## src/rtl/freq_meter.sv

```systemverilog
// rtl/freq_meter.sv - edge-count frequency and edge-to-edge period meter for a slow external signal
//
// Purpose:
//   Measures a slow square wave against the 100 MHz system clock and reports
//   the number of rising edges seen in each gate window (frequency) and the
//   clock-cycle distance between consecutive rising edges (period).
//
// Ports:
//   clk100MHz     in   1      system clock, all logic on its rising edge
//   rst           in   1      synchronous active-low reset
//   sig_in        in   1      measured signal, asynchronous to clk100MHz
//   enable        in   1      1 = measure, 0 = halt and clear in-progress work
//   freq_count    out  CNT_W  rising edges counted in the last completed window
//   freq_valid    out  1      one-cycle pulse when freq_count updates
//   freq_ovf      out  1      last window's edge count saturated
//   period_count  out  PER_W  cycles between the last two detected rising edges
//   period_valid  out  1      one-cycle pulse when period_count updates
//   no_signal     out  1      no edge seen for TIMEOUT_CYCLES cycles

`timescale 1ns / 1ps

module freq_meter #(
    parameter int GATE_CYCLES    = 100000000,
    parameter int CNT_W          = 27,
    parameter int PER_W          = 32,
    parameter int TIMEOUT_CYCLES = 200000000
) (
    input  logic             clk100MHz,
    input  logic             rst,
    input  logic             sig_in,
    input  logic             enable,
    output logic [CNT_W-1:0] freq_count,
    output logic             freq_valid,
    output logic             freq_ovf,
    output logic [PER_W-1:0] period_count,
    output logic             period_valid,
    output logic             no_signal
);

    localparam int                GATE_W    = (GATE_CYCLES > 1) ? $clog2(GATE_CYCLES) : 1;
    localparam logic [GATE_W-1:0] GATE_LAST = GATE_W'(GATE_CYCLES - 1);
    localparam logic [CNT_W-1:0]  CNT_MAX   = '1;
    localparam logic [PER_W-1:0]  PER_LAST  = PER_W'(TIMEOUT_CYCLES - 1);

    // ------------------------------------------------------------------
    // Input conditioning: two-flop synchronizer plus one delay flop.
    // These flops are deliberately left out of reset; they flush within
    // three cycles and keeping them running avoids a false edge when
    // reset is released while sig_in is already high.
    // ------------------------------------------------------------------
    logic s1;
    logic s2;
    logic s3;
    logic sig_edge;

    always_ff @(posedge clk100MHz) begin
        s1 <= sig_in;
        s2 <= s1;
        s3 <= s2;
    end

    assign sig_edge = s2 & ~s3;

    // ------------------------------------------------------------------
    // Gate timer and edge counter
    // ------------------------------------------------------------------
    logic [GATE_W-1:0] gate_cnt;
    logic [CNT_W-1:0]  edge_cnt;
    logic              edge_sat;   // an edge arrived while edge_cnt was already full
    logic              gate_end;
    logic              cnt_full;

    assign gate_end = (gate_cnt == GATE_LAST);
    assign cnt_full = (edge_cnt == CNT_MAX);

    always_ff @(posedge clk100MHz) begin
        if (!rst) begin
            gate_cnt   <= '0;
            edge_cnt   <= '0;
            edge_sat   <= 1'b0;
            freq_count <= '0;
            freq_valid <= 1'b0;
            freq_ovf   <= 1'b0;
        end else if (!enable) begin
            // Results hold; the window restarts from zero on re-enable.
            gate_cnt   <= '0;
            edge_cnt   <= '0;
            edge_sat   <= 1'b0;
            freq_valid <= 1'b0;
        end else begin
            freq_valid <= 1'b0;
            if (gate_end) begin
                // An edge on the terminal cycle still belongs to this window.
                freq_count <= (sig_edge && !cnt_full) ? edge_cnt + 1'b1 : edge_cnt;
                freq_ovf   <= edge_sat | (sig_edge & cnt_full);
                freq_valid <= 1'b1;
                gate_cnt   <= '0;
                edge_cnt   <= '0;
                edge_sat   <= 1'b0;
            end else begin
                gate_cnt <= gate_cnt + 1'b1;
                if (sig_edge) begin
                    if (cnt_full) begin
                        edge_sat <= 1'b1;
                    end else begin
                        edge_cnt <= edge_cnt + 1'b1;
                    end
                end
            end
        end
    end

    // ------------------------------------------------------------------
    // Period FSM
    // IDLE    : waiting for a first edge (or recovering after a timeout)
    // MEASURE : per_cnt counts cycles since the last edge
    // ------------------------------------------------------------------
    typedef enum logic {
        IDLE    = 1'b0,
        MEASURE = 1'b1
    } state_t;

    state_t           state;
    state_t           state_nx;
    logic [PER_W-1:0] per_cnt;
    logic [PER_W-1:0] per_cnt_nx;
    logic [PER_W-1:0] period_count_nx;
    logic             period_valid_nx;
    logic             no_signal_nx;

    always_ff @(posedge clk100MHz) begin
        if (!rst) begin
            state        <= IDLE;
            per_cnt      <= '0;
            period_count <= '0;
            period_valid <= 1'b0;
            no_signal    <= 1'b1;
        end else begin
            state        <= state_nx;
            per_cnt      <= per_cnt_nx;
            period_count <= period_count_nx;
            period_valid <= period_valid_nx;
            no_signal    <= no_signal_nx;
        end
    end

    always_comb begin
        state_nx        = state;
        per_cnt_nx      = per_cnt;
        period_count_nx = period_count;
        period_valid_nx = 1'b0;
        no_signal_nx    = no_signal;

        if (!enable) begin
            state_nx   = IDLE;
            per_cnt_nx = '0;
        end else begin
            case (state)
                IDLE: begin
                    per_cnt_nx = '0;
                    if (sig_edge) begin
                        state_nx     = MEASURE;
                        no_signal_nx = 1'b0;
                    end
                end
                MEASURE: begin
                    // Edge is tested first so it wins over a simultaneous timeout.
                    if (sig_edge) begin
                        // per_cnt is zero on the cycle after an edge, so the
                        // distance between edges is per_cnt + 1.
                        period_count_nx = per_cnt + 1'b1;
                        period_valid_nx = 1'b1;
                        per_cnt_nx      = '0;
                    end else if (per_cnt == PER_LAST) begin
                        state_nx     = IDLE;
                        per_cnt_nx   = '0;
                        no_signal_nx = 1'b1;
                    end else begin
                        per_cnt_nx = per_cnt + 1'b1;
                    end
                end
            endcase
        end
    end

endmodule

```

## config.mk

```make
export PLATFORM = sky130hd
export DESIGN_NAME = freq_meter
export DESIGN_NICKNAME = d
export VERILOG_FILES = /design/src/rtl/freq_meter.sv
export SDC_FILE = /design/constraint.sdc
export NUM_CORES = 1
export LEC_CHECK = 0
export CAP_MARGIN = 20
export CORE_ASPECT_RATIO = 1.5
export CORE_UTILIZATION = 56
export CTS_CLUSTER_DIAMETER = 120
export DETAILED_ROUTE_END_ITERATION = 10
export PLACE_DENSITY = 0.79
export SETUP_SLACK_MARGIN = 0.15
export SYNTH_ARGS = -nofsm -noshare
export SYNTH_HDL_FRONTEND = slang
export SYNTH_SLANG_ARGS = --single-unit
```

## constraint.sdc

```tcl
create_clock -name clk100MHz -period 2.15 [get_ports clk100MHz]
set_clock_uncertainty 0.15 [all_clocks]
set_input_delay 0.43 -clock clk100MHz [delete_from_list [all_inputs] [get_ports clk100MHz]]
set_output_delay 0.43 -clock clk100MHz [all_outputs]
set_load 0.01 [all_outputs]
```

# Word level (Yosys, flattened, before mapping)
# Index checks and enable logic that the tools add are counted.
[totals] regBits=154 inputBits=4 output_inout_bits=63
[classes] add_sub_neg=3 eq_ne=6 muxes=13 bitwise_logic=8 n_reduce_logical=10
[ops] op="32-bit two-way mux" count=2
[ops] op="32-bit one-hot mux with 2 select lines" count=1
[ops] op="27-bit by 1-bit adder with 27-bit output, second input constant" count=2
[ops] op="27-bit equality test, second input constant" count=2
[ops] op="32-bit by 1-bit adder with 32-bit output, second input constant" count=1
[ops] op="32-bit by 28-bit equality test with 1-bit output, second input constant" count=1
[ops] op="27-bit two-way mux" count=1
[ops] op="2-bit AND reduction" count=4
[ops] op="1-bit two-way mux" count=7
[ops] op="3-bit AND reduction" count=2
[ops] op="1-bit inverter" count=5
[ops] op="2-bit != test, second input constant" count=2
[ops] op="1-bit one-hot mux with 2 select lines" count=2
[ops] op="4-bit AND reduction" count=1
[ops] op="3-bit OR reduction" count=1
[ops] op="1-bit bitwise AND" count=2
[ops] op="2-bit by 1-bit != test with 1-bit output, second input constant" count=1
[ops] op="1-bit logical AND" count=1
[ops] op="1-bit logical NOT" count=1
[ops] op="1-bit OR" count=1

# Logic depth before layout (Yosys ltp)
# Gate-level depths: netlist of run 1.
[depth] depth_word=4 mapped_depth=8 mapped_depth_nobuf=7

# Worst setup path after synthesis of run 1
# OpenSTA, ideal clock, no wires.
[synth_path] path_type="flip-flop to flip-flop" startpoint="register per_cnt[0]" endpoint="register period_count[24]" setup_time_ns=0.133 arrival_time_ns=1.656 setup_slack_ns=0.211 path_stages_with_launch=8 n_path_buf=0 path_cell_list="dfxtp_1 > ha_1 > nand4_1 > nor3_1 > nand2_1 > nor3_1 > xnor2_1 > a21oi_1"
[synth_between] elab_chain_cells=1
[synth_lines] item="from (decl)" line="125" rtl="logic [PER_W-1:0] per_cnt;"
[synth_lines] item="from (signal assigned)" line="140" rtl="per_cnt <= per_cnt_nx;"
[synth_lines] item="32-bit by 1-bit adder with 32-bit output" line="171" rtl="period_count_nx = per_cnt + 1'b1;"
[synth_lines] item="to (signal assigned)" line="141" rtl="period_count <= period_count_nx;"
[synth_lines] item="to (decl)" line="35" rtl="output logic [PER_W-1:0] period_count,"
# No other way between the ends.
# A chain may end at the register's enable or synchronous reset.

# Worst setup path after layout of run 1
[layout_path] startpoint="register edge_cnt[0]" endpoint="register freq_count[17]"
[layout_between] elab_chain_cells=4
[layout_lines] item="from (decl)" line="68" rtl="logic [CNT_W-1:0] edge_cnt;"
[layout_lines] item="from (signal assigned)" line="106" rtl="edge_cnt <= edge_cnt + 1'b1;"
[layout_lines] item="branches (longest 3 deep; another with 27-bit by 1-bit adder with 27-bit output)"
[layout_lines] item="27-bit two-way mux *" line="94" rtl="freq_count <= (sig_edge && !cnt_full) ? edge_cnt + 1'b1 : edge_cnt;"
[layout_lines] item="to (signal assigned)" line="94"
[layout_lines] item="to (decl)" line="32" rtl="output logic [CNT_W-1:0] freq_count,"
# Every way passes the cells marked *.

==> impl_results.md, run 1 <==
- Outcome: finished clean
- Critical Path Source Type: flop
- Post-DP HPWL: 9.84 mm
- Die X: 87.6 microns
- Compound-Gate Fraction of Synth Area: 10.8%
- Final nets: 805
- Seq/Total Area, Yosys: 50.1%
- Netlist Area Pre-Place: 6150 sq um
- Yosys top cell area share: 50.1%
- Final instance area: 8280 sq um
- Critical Path Fanout Max: 5
- Cell at the slowest stage of the critical path: a211oi_4
- Area leader, netlist: dfxtp_1
- Gr ovfl total: 0
- Adder-Cell Fraction of Synth Area: 0.610%
- Synth Register Bits: 154
- Lkg Pwr: 2.93 nW
- Setup CP Type: reg -> reg
- Period minus WS final: 2.11 ns
- Fmax: 0.473 GHz
- Post-synthesis async set-or-reset flop share: 0%
- Post-Synthesis Cells: 687
- All-Layer GR Usage: 26.9%
- Core footprint: 10600 sq um
- Post-synthesis simple-gate area fraction: 24.3%
- Worst setup path startpoint: edge_cnt[0]
- Worst Tran Pin Value: 0.473 ns
- Fin. max-slew vios: 0
- Total Wirelength: 16.2 mm
- Multiplexer share of the synthesized area: 0.834%
- Endpoint class of the critical path: flop
- Worst Hold Class: reg -> reg
- Largest net degree at the start of global routing: 34
- Min-delay src: s1
- DR WL/cell: 16.9 microns
- Top-count cell post-synth: dfxtp_1
- Htree depth: 4
- Io pins: 67
- Power after layout: 0.00582 W
- Largest delay contributor family on the critical path: compound AO/OA/AOI/OAI gates
- Initial antenna violation count: 0
- Row count: 46
- Post-Syn Nets: 694
- Buf/Inv on CP: 2
- Vias in the first global route: 5153
- Drt pass-1 iters: 7
- GPL Wtd Cong: 0.893
- Die H: 130 microns
- Worst skew pair latency: 0.42 ns
- R2r startpoint: edge_cnt[0]
- Clock slew at reported path FFs: 0.06 ns
- Post-route ant nets: 0
- TritonCTS clock tree: yes
- Xor and xnor area share after synthesis: 10.3%
- DP Area: 7180 sq um
- Initial DRC Count: 332
- Crit path cell chain: ha_2 -> inv_1 -> nor4_4 -> buf_4 -> a211oi_4 -> nand3_1 -> xnor2_1 -> a21oi_1
- Initial Utilization: 57.8%
- Post-synth cell types: 45
- Synth Flop Type: dfxtp_1
- # diodes: 0
- Synth Warn #: 0
- Max-cap violations: 0
- Hold buffer count at CTS: 0
- Period utilization: 98.4%
- Maximum clock insertion buffer count: 2
- Most frequent cells after synthesis: dfxtp_1, nor2_1, xor2_1
- Rel. slew slack: 68.2%
- Port bufs: 66
- Synth-to-Final Area Change: 34.6%
- Clock Sinks: 154
- Pwr per Cell Area: 703 nW/um^2
- CTS root buffer: clkbuf_16
- Inserted Clock Buffers: 17
- Critical path data required time: 2.30 ns
- Die Footprint: 11400 sq um
- First-pass GRT wire length: 23.9 mm
- DRC viols: 0
- RSZ-0062 raised after global routing: true
- Fill cell count: 626
- Setup TNS: 0 ns
- Setup violators final: 0
- CP arrival: 2.27 ns
- Largest family of logic cells by synthesized area: simple AND/OR/NAND/NOR gates
- Max stage delay on crit path: 0.42 ns
- Number of flops mapped to enable cells by yosys: 0
- Share of cells above drive strength 1: 21.3%
- Maximum vdd drop: 0.000660 V
- Syn avg cell area: 8.95 sq um
- Routed via count: 5488
- Area contributors post-synth: dfxtp_1, xor2_1, nor2_1
- Hold_ws: 0.175 ns
- Post-DR vias/cell: 5.75
- Endpoints failing hold: 0
## timing repair
| action | 4_1_cts | 5_1_grt |
|---|---|---|
| resized for setup | 13 | 83 |
| endpoints found under the setup margin | 84 | 113 |
| gates cloned | 1 | 2 |
| setup buffers | 1 | 17 |
| pin swaps | 1 | 22 |
## report_power, final
| part | switching, W | leakage (nW) | total, W | internal, W |
|---|---|---|---|---|
| sequential | 0.00000886 | 1.26 | 0.00287 | 0.00286 |
| combinational | 0.0000703 | 1.41 | 0.000124 | 0.0000533 |
| clock | 0.00120 | 0.259 | 0.00283 | 0.00163 |
| total | 0.00128 | 2.93 | 0.00582 | 0.00454 |
## cell type report
class | count | area, sq um | share of cell area [%]
multi-input combinational | 494 | 3140 | 37.9
timing repair buffer | 122 | 1230 | 14.8
tap | 144 | 180 | 2.18
clock inverter | 12 | 116 | 1.41
clock buffer | 20 | 447 | 5.39
inverter | 9 | 33.8 | 0.408
sequential | 154 | 3140 | 37.9
## sequential cells by signal (all words and copies together) (netlist names), 27 cells and up
register and cells:
freq_count 27, edge_cnt 27, gate_cnt 27, per_cnt 32, period_count 32
## cell families (layout without fill, tap and decap cells)
| group | Yosys count | after routing |
|---|---|---|
| AO/OA/AOI/OAI | 118 | 118 |
| buffers and inverters | 39 | 163 |
| flip-flops | 154 | 154 |
| XOR/XNOR | 72 | 72 |
| adder cells (fa/ha/maj) | 3 | 3 |
| multiplexers | 5 | 5 |
| AND/OR/NAND/NOR | 296 | 296 |
## layout by cell type (no fill, tap or decap), types with 3 or more instances in the layout
master           instances
mux2i_1                  3
nand2_1                 43
clkdlybuf4s50_1         65
o21ai_0                 27
inv_1                    8
nor4_2                   3
and2_1                   8
clkinv_4                 3
a211oi_1                15
and3_1                  14
nor3_1                   3
dfxtp_4                  6
nand3_2                  3
and3_4                   4
a21oi_1                 44
clkbuf_16               19
buf_4                   46
nand3_1                 34
o21ai_1                 17
clkinvlp_4               5
a31oi_1                  5
xnor2_1                 21
and4_2                   3
and4_4                   5
dfxtp_2                 24
nand4_1                 25
nor4_4                   3
nor2_1                 113
and3_2                   3
buf_12                   7
xor2_1                  47
nor4b_2                  4
or3_1                    3
dfxtp_1                124
nor3_2                   8
## through the flow
stage | instances | util (%) | worst slack (ns)
after detailed placement | 902 | 67.4 | 0.0452
after global routing | 955 | 77.8 | -0.0167
after CTS | 936 | 73.6 | 0.101
after floorplan | 687 | - | 0.211
final | 955 | 77.8 | 0.0350
after global placement | 902 | 67.4 | 0.134
## per-layer routing
metal | share of wire (%) | routed length, microns | GRT usage, % | vias to the layer above
li1 | - | - | - | 2619
met1 | 37 | 6020 | 29.3 | 2623
met2 | 54 | 8780 | 49.1 | 195
met3 | 5.1 | 828 | 5.76 | 51
met4 | 3.2 | 525 | 12.2 | 0
met5 | 0 | 0 | 0 | -
## final timing paths
kind	end	slack [ns]	cells past startpoint
worst max register to register	freq_count[17]	0.04	8
worst max-delay path	freq_count[17]	0.04	8
worst min register to register	s2	0.17	0
worst min-delay path	s2	0.17	0
No activity file was read; power rests on OpenSTA's default activity.
==> run 2: changes to the inputs <==
--- a/config.mk
+++ b/config.mk
@@ -7,9 +7,10 @@
 export LEC_CHECK = 0
 export CAP_MARGIN = 20
 export CORE_ASPECT_RATIO = 1.5
-export CORE_UTILIZATION = 56
-export CTS_CLUSTER_DIAMETER = 120
+export CORE_UTILIZATION = 63
+export CTS_CLUSTER_DIAMETER = 80
 export DETAILED_ROUTE_END_ITERATION = 10
+export DONT_BUFFER_PORTS = 1
 export PLACE_DENSITY = 0.79
 export SETUP_SLACK_MARGIN = 0.15
 export SYNTH_ARGS = -nofsm -noshare
==> impl_results.md, run 2 (same netlist as run 1, synthesis figures left out) <==
- Outcome: complete, but fails checks (was finished clean)
- Failing checks: negative setup slack
- Power Internal: 0.00465 W (was 0.00454 W)
- Post-route ant nets: 0 (unchanged)
- GPL Wtd Cong: 0.863 (was 0.893)
- Met3 wire length: 1.23 mm (was 828 microns)
- Reg power frac: 48.5% (was 49.2%)
- Fin. max-slew vios: 0 (unchanged)
- Drt pass-1 iters: 5 (was 7)
- DR top layer: met4 (unchanged)
- Largest regs: per_cnt (32), period_count (32) (unchanged)
- Io pins: 67 (unchanged)
- Initial Utilization: 65.7% (was 57.8%)
- Buf/Inv on CP: 2 (unchanged)
- Clock slew at reported path FFs: 0.06 ns (about the same)
- Worst Hold Class: in -> reg (was reg -> reg)
- # diodes: 0 (unchanged)
- Endpoints failing hold: 0 (unchanged)
- Critical Path Source Type: flop (unchanged)
- Synth-to-Final Area Change: 22.5% (was 34.6%)
- DRC viols: 0 (unchanged)
- Final nets: 732 (was 805)
- RSZ-0062 raised after global routing: true (unchanged)
- Initial antenna violation count: 0 (unchanged)
- Setup CP Type: reg -> reg (unchanged)
- First-pass GRT wire length: 23.0 mm (was 23.9 mm)
- Critical Path Fanout Max: 4 (was 5)
- Fin worst setup slack: -0.00283 ns (was 0.0350 ns)
- Inserted Clock Buffers: 17 (unchanged)
- Share of cells above drive strength 1: 20.7% (was 21.3%)
- Max stage delay on crit path: 0.39 ns (was 0.42 ns)
- Comb power frac: 1.6% (was 2.1%)
- CP arrival: 2.33 ns (was 2.27 ns)
- Cell repeated most along the worst path: buf_4
- Hold_ws: 0.0100 ns (was 0.175 ns)
- Htree depth: 4 (unchanged)
- Crit path cell chain: and4_4 -> nand4_1 -> nor3_2 -> buf_4 -> buf_4 -> a31oi_1 -> a211oi_2 (was ha_2 -> inv_1 -> nor4_4 -> buf_4 -> a211oi_4 -> nand3_1 -> xnor2_1 -> a21oi_1)
- CTS root buffer: clkbuf_16 (unchanged)
- Lkg Pwr: 2.69 nW (was 2.93 nW)
- Endpoint class of the critical path: flop (unchanged)
- Maximum clock insertion buffer count: 2 (unchanged)
- Placed cell count: 796 (was 902)
- Non-Filler Instances: 850 (was 955)
- Setup violators final: 1 (was 0)
- Total Wirelength: 16.9 mm (was 16.2 mm)
- Commonest non-fill, non-tap cell in the layout: dfxtp_1 (unchanged)
- Die Footprint: 10200 sq um (was 11400 sq um)
- Die H: 123 microns (was 130 microns)
- Max-cap violations: 0 (unchanged)
- Row count: 43 (was 46)
- DR WL met2: 8.81 mm (was 8.78 mm)
- Sw frac: 21.6% (was 22.0%)
- Initial DRC Count: 420 (was 332)
- Rel. slew slack: 36.0% (was 68.2%)
- Worst Tran Pin Value: 0.956 ns (was 0.473 ns)
- Largest net degree at the start of global routing: 65 (was 34)
- Period minus WS final: 2.15 ns (was 2.11 ns)
- Met1 Wirelength: 6.01 mm (was 6.02 mm)
- Clock Sinks: 154 (unchanged)
- All-Layer GR Usage: 29.9% (was 26.9%)
- Highest-count cells in the layout ignoring fill and taps: dfxtp_1, nor2_1, xor2_1, a21oi_1, nand2_1 (was dfxtp_1, nor2_1, clkdlybuf4s50_1, xor2_1, buf_4)
- Port bufs: 0 (was 66)
- Maximum vdd drop: 0.000743 V (was 0.000660 V)
- Cell at the slowest stage of the critical path: dfxtp_1 (was a211oi_4)
- Fmax: 0.465 GHz (was 0.473 GHz)
- NetSw: 0.00128 W (about the same)
- Routed via count: 5378 (was 5488)
- Vias in the first global route: 4988 (was 5153)
- Period utilization: 100% (was 98.4%)
- DR WL/cell: 19.9 microns (was 16.9 microns)
- Worst skew pair latency: 0.42 ns (about the same)
- Critical path data required time: 2.33 ns (was 2.30 ns)
- Post-DP HPWL: 9.03 mm (was 9.84 mm)
- Die X: 82.7 microns (was 87.6 microns)
- Post-DR vias/cell: 6.33 (was 5.75)
- Largest delay contributor family on the critical path: simple AND/OR/NAND/NOR gates (was compound AO/OA/AOI/OAI gates)
- Gr ovfl total: 0 (unchanged)
- Pwr per Cell Area: 787 nW/um^2 (was 703 nW/um^2)
- Core footprint: 9360 sq um (was 10600 sq um)
- TritonCTS clock tree: yes (unchanged)
- Clock share of power: 49.9% (was 48.6%)
[run 2: cell types whose count changed in the layout (fill, tap and decap cells not counted), moves of 3 or more]
| cell | delta |
|---|---|
| buf_4 | -10 |
| dlygate4sd3_1 | +3 |
| dfxtp_1 | +8 |
| dfxtp_2 | -6 |
| clkdlybuf4s50_1 | -65 |
[run 2: power groups by stage]
stage / sequential, W / clock (W) / combinational [W]
global placement: 0.00294 / 0 / 0.0000644
CTS: 0.00288 / 0.00296 / 0.0000822
finish: 0.00288 / 0.00296 / 0.0000949
detailed placement: 0.00294 / 0 / 0.0000662
floorplan: 0.00294 / 0 / 0.0000548
global route: 0.00288 / 0.00307 / 0.000102
[run 2: timing repair]
action,in CTS,in global routing
hold buffers,3,0
setup endpoints to repair,60,114
resized for setup,19,62
buffers inserted,2,13
cloned,1,3
hold endpoints to repair,26,0
pin swaps,6,17
[run 2: routing by layer]
layer,GRT usage (%),up-vias
li1,-,2471
met1,31.8,2565
met2,54.8,261
met3,6.72,81
met4,12.7,0
met5,0,-
[run 2: area by class of cell]
type | instances | area, sq um
timing repair buffer | 49 | 528
multi-input combinational | 494 | 3120
clock inverter | 13 | 141
clock buffer | 19 | 443
inverter | 9 | 33.8
tap | 112 | 140
sequential | 154 | 3120
fill | 547 | 1830
[run 2: path summary, 6_finish.rpt]
kind                                    from             end  slack, ns  depth (start not counted)
worst min register to register            s2              s3       0.20                          0
worst max register to register  edge_cnt[18]  freq_count[26]     -0.003                          7
worst max-delay path            edge_cnt[18]  freq_count[26]     -0.003                          7
worst min-delay path                     rst   freq_count[8]       0.01                          2
[run 2: through the flow]
step	worst slack, ns	area, sq um	setup TNS, ns	total power (W)	utilization, %
2_1_floorplan	0.211	6150	0	0.00299	-
3_3_place_gp	-0.0289	6420	-0.0289	0.00301	68.5
3_5_place_dp	-0.0000830	6420	-0.0000830	0.00301	68.5
4_1_cts	0.132	7160	0	0.00593	76.5
5_1_grt	-0.0479	7530	-0.124	0.00605	80.4
6_report	-0.00283	7530	-0.00283	0.00593	80.4
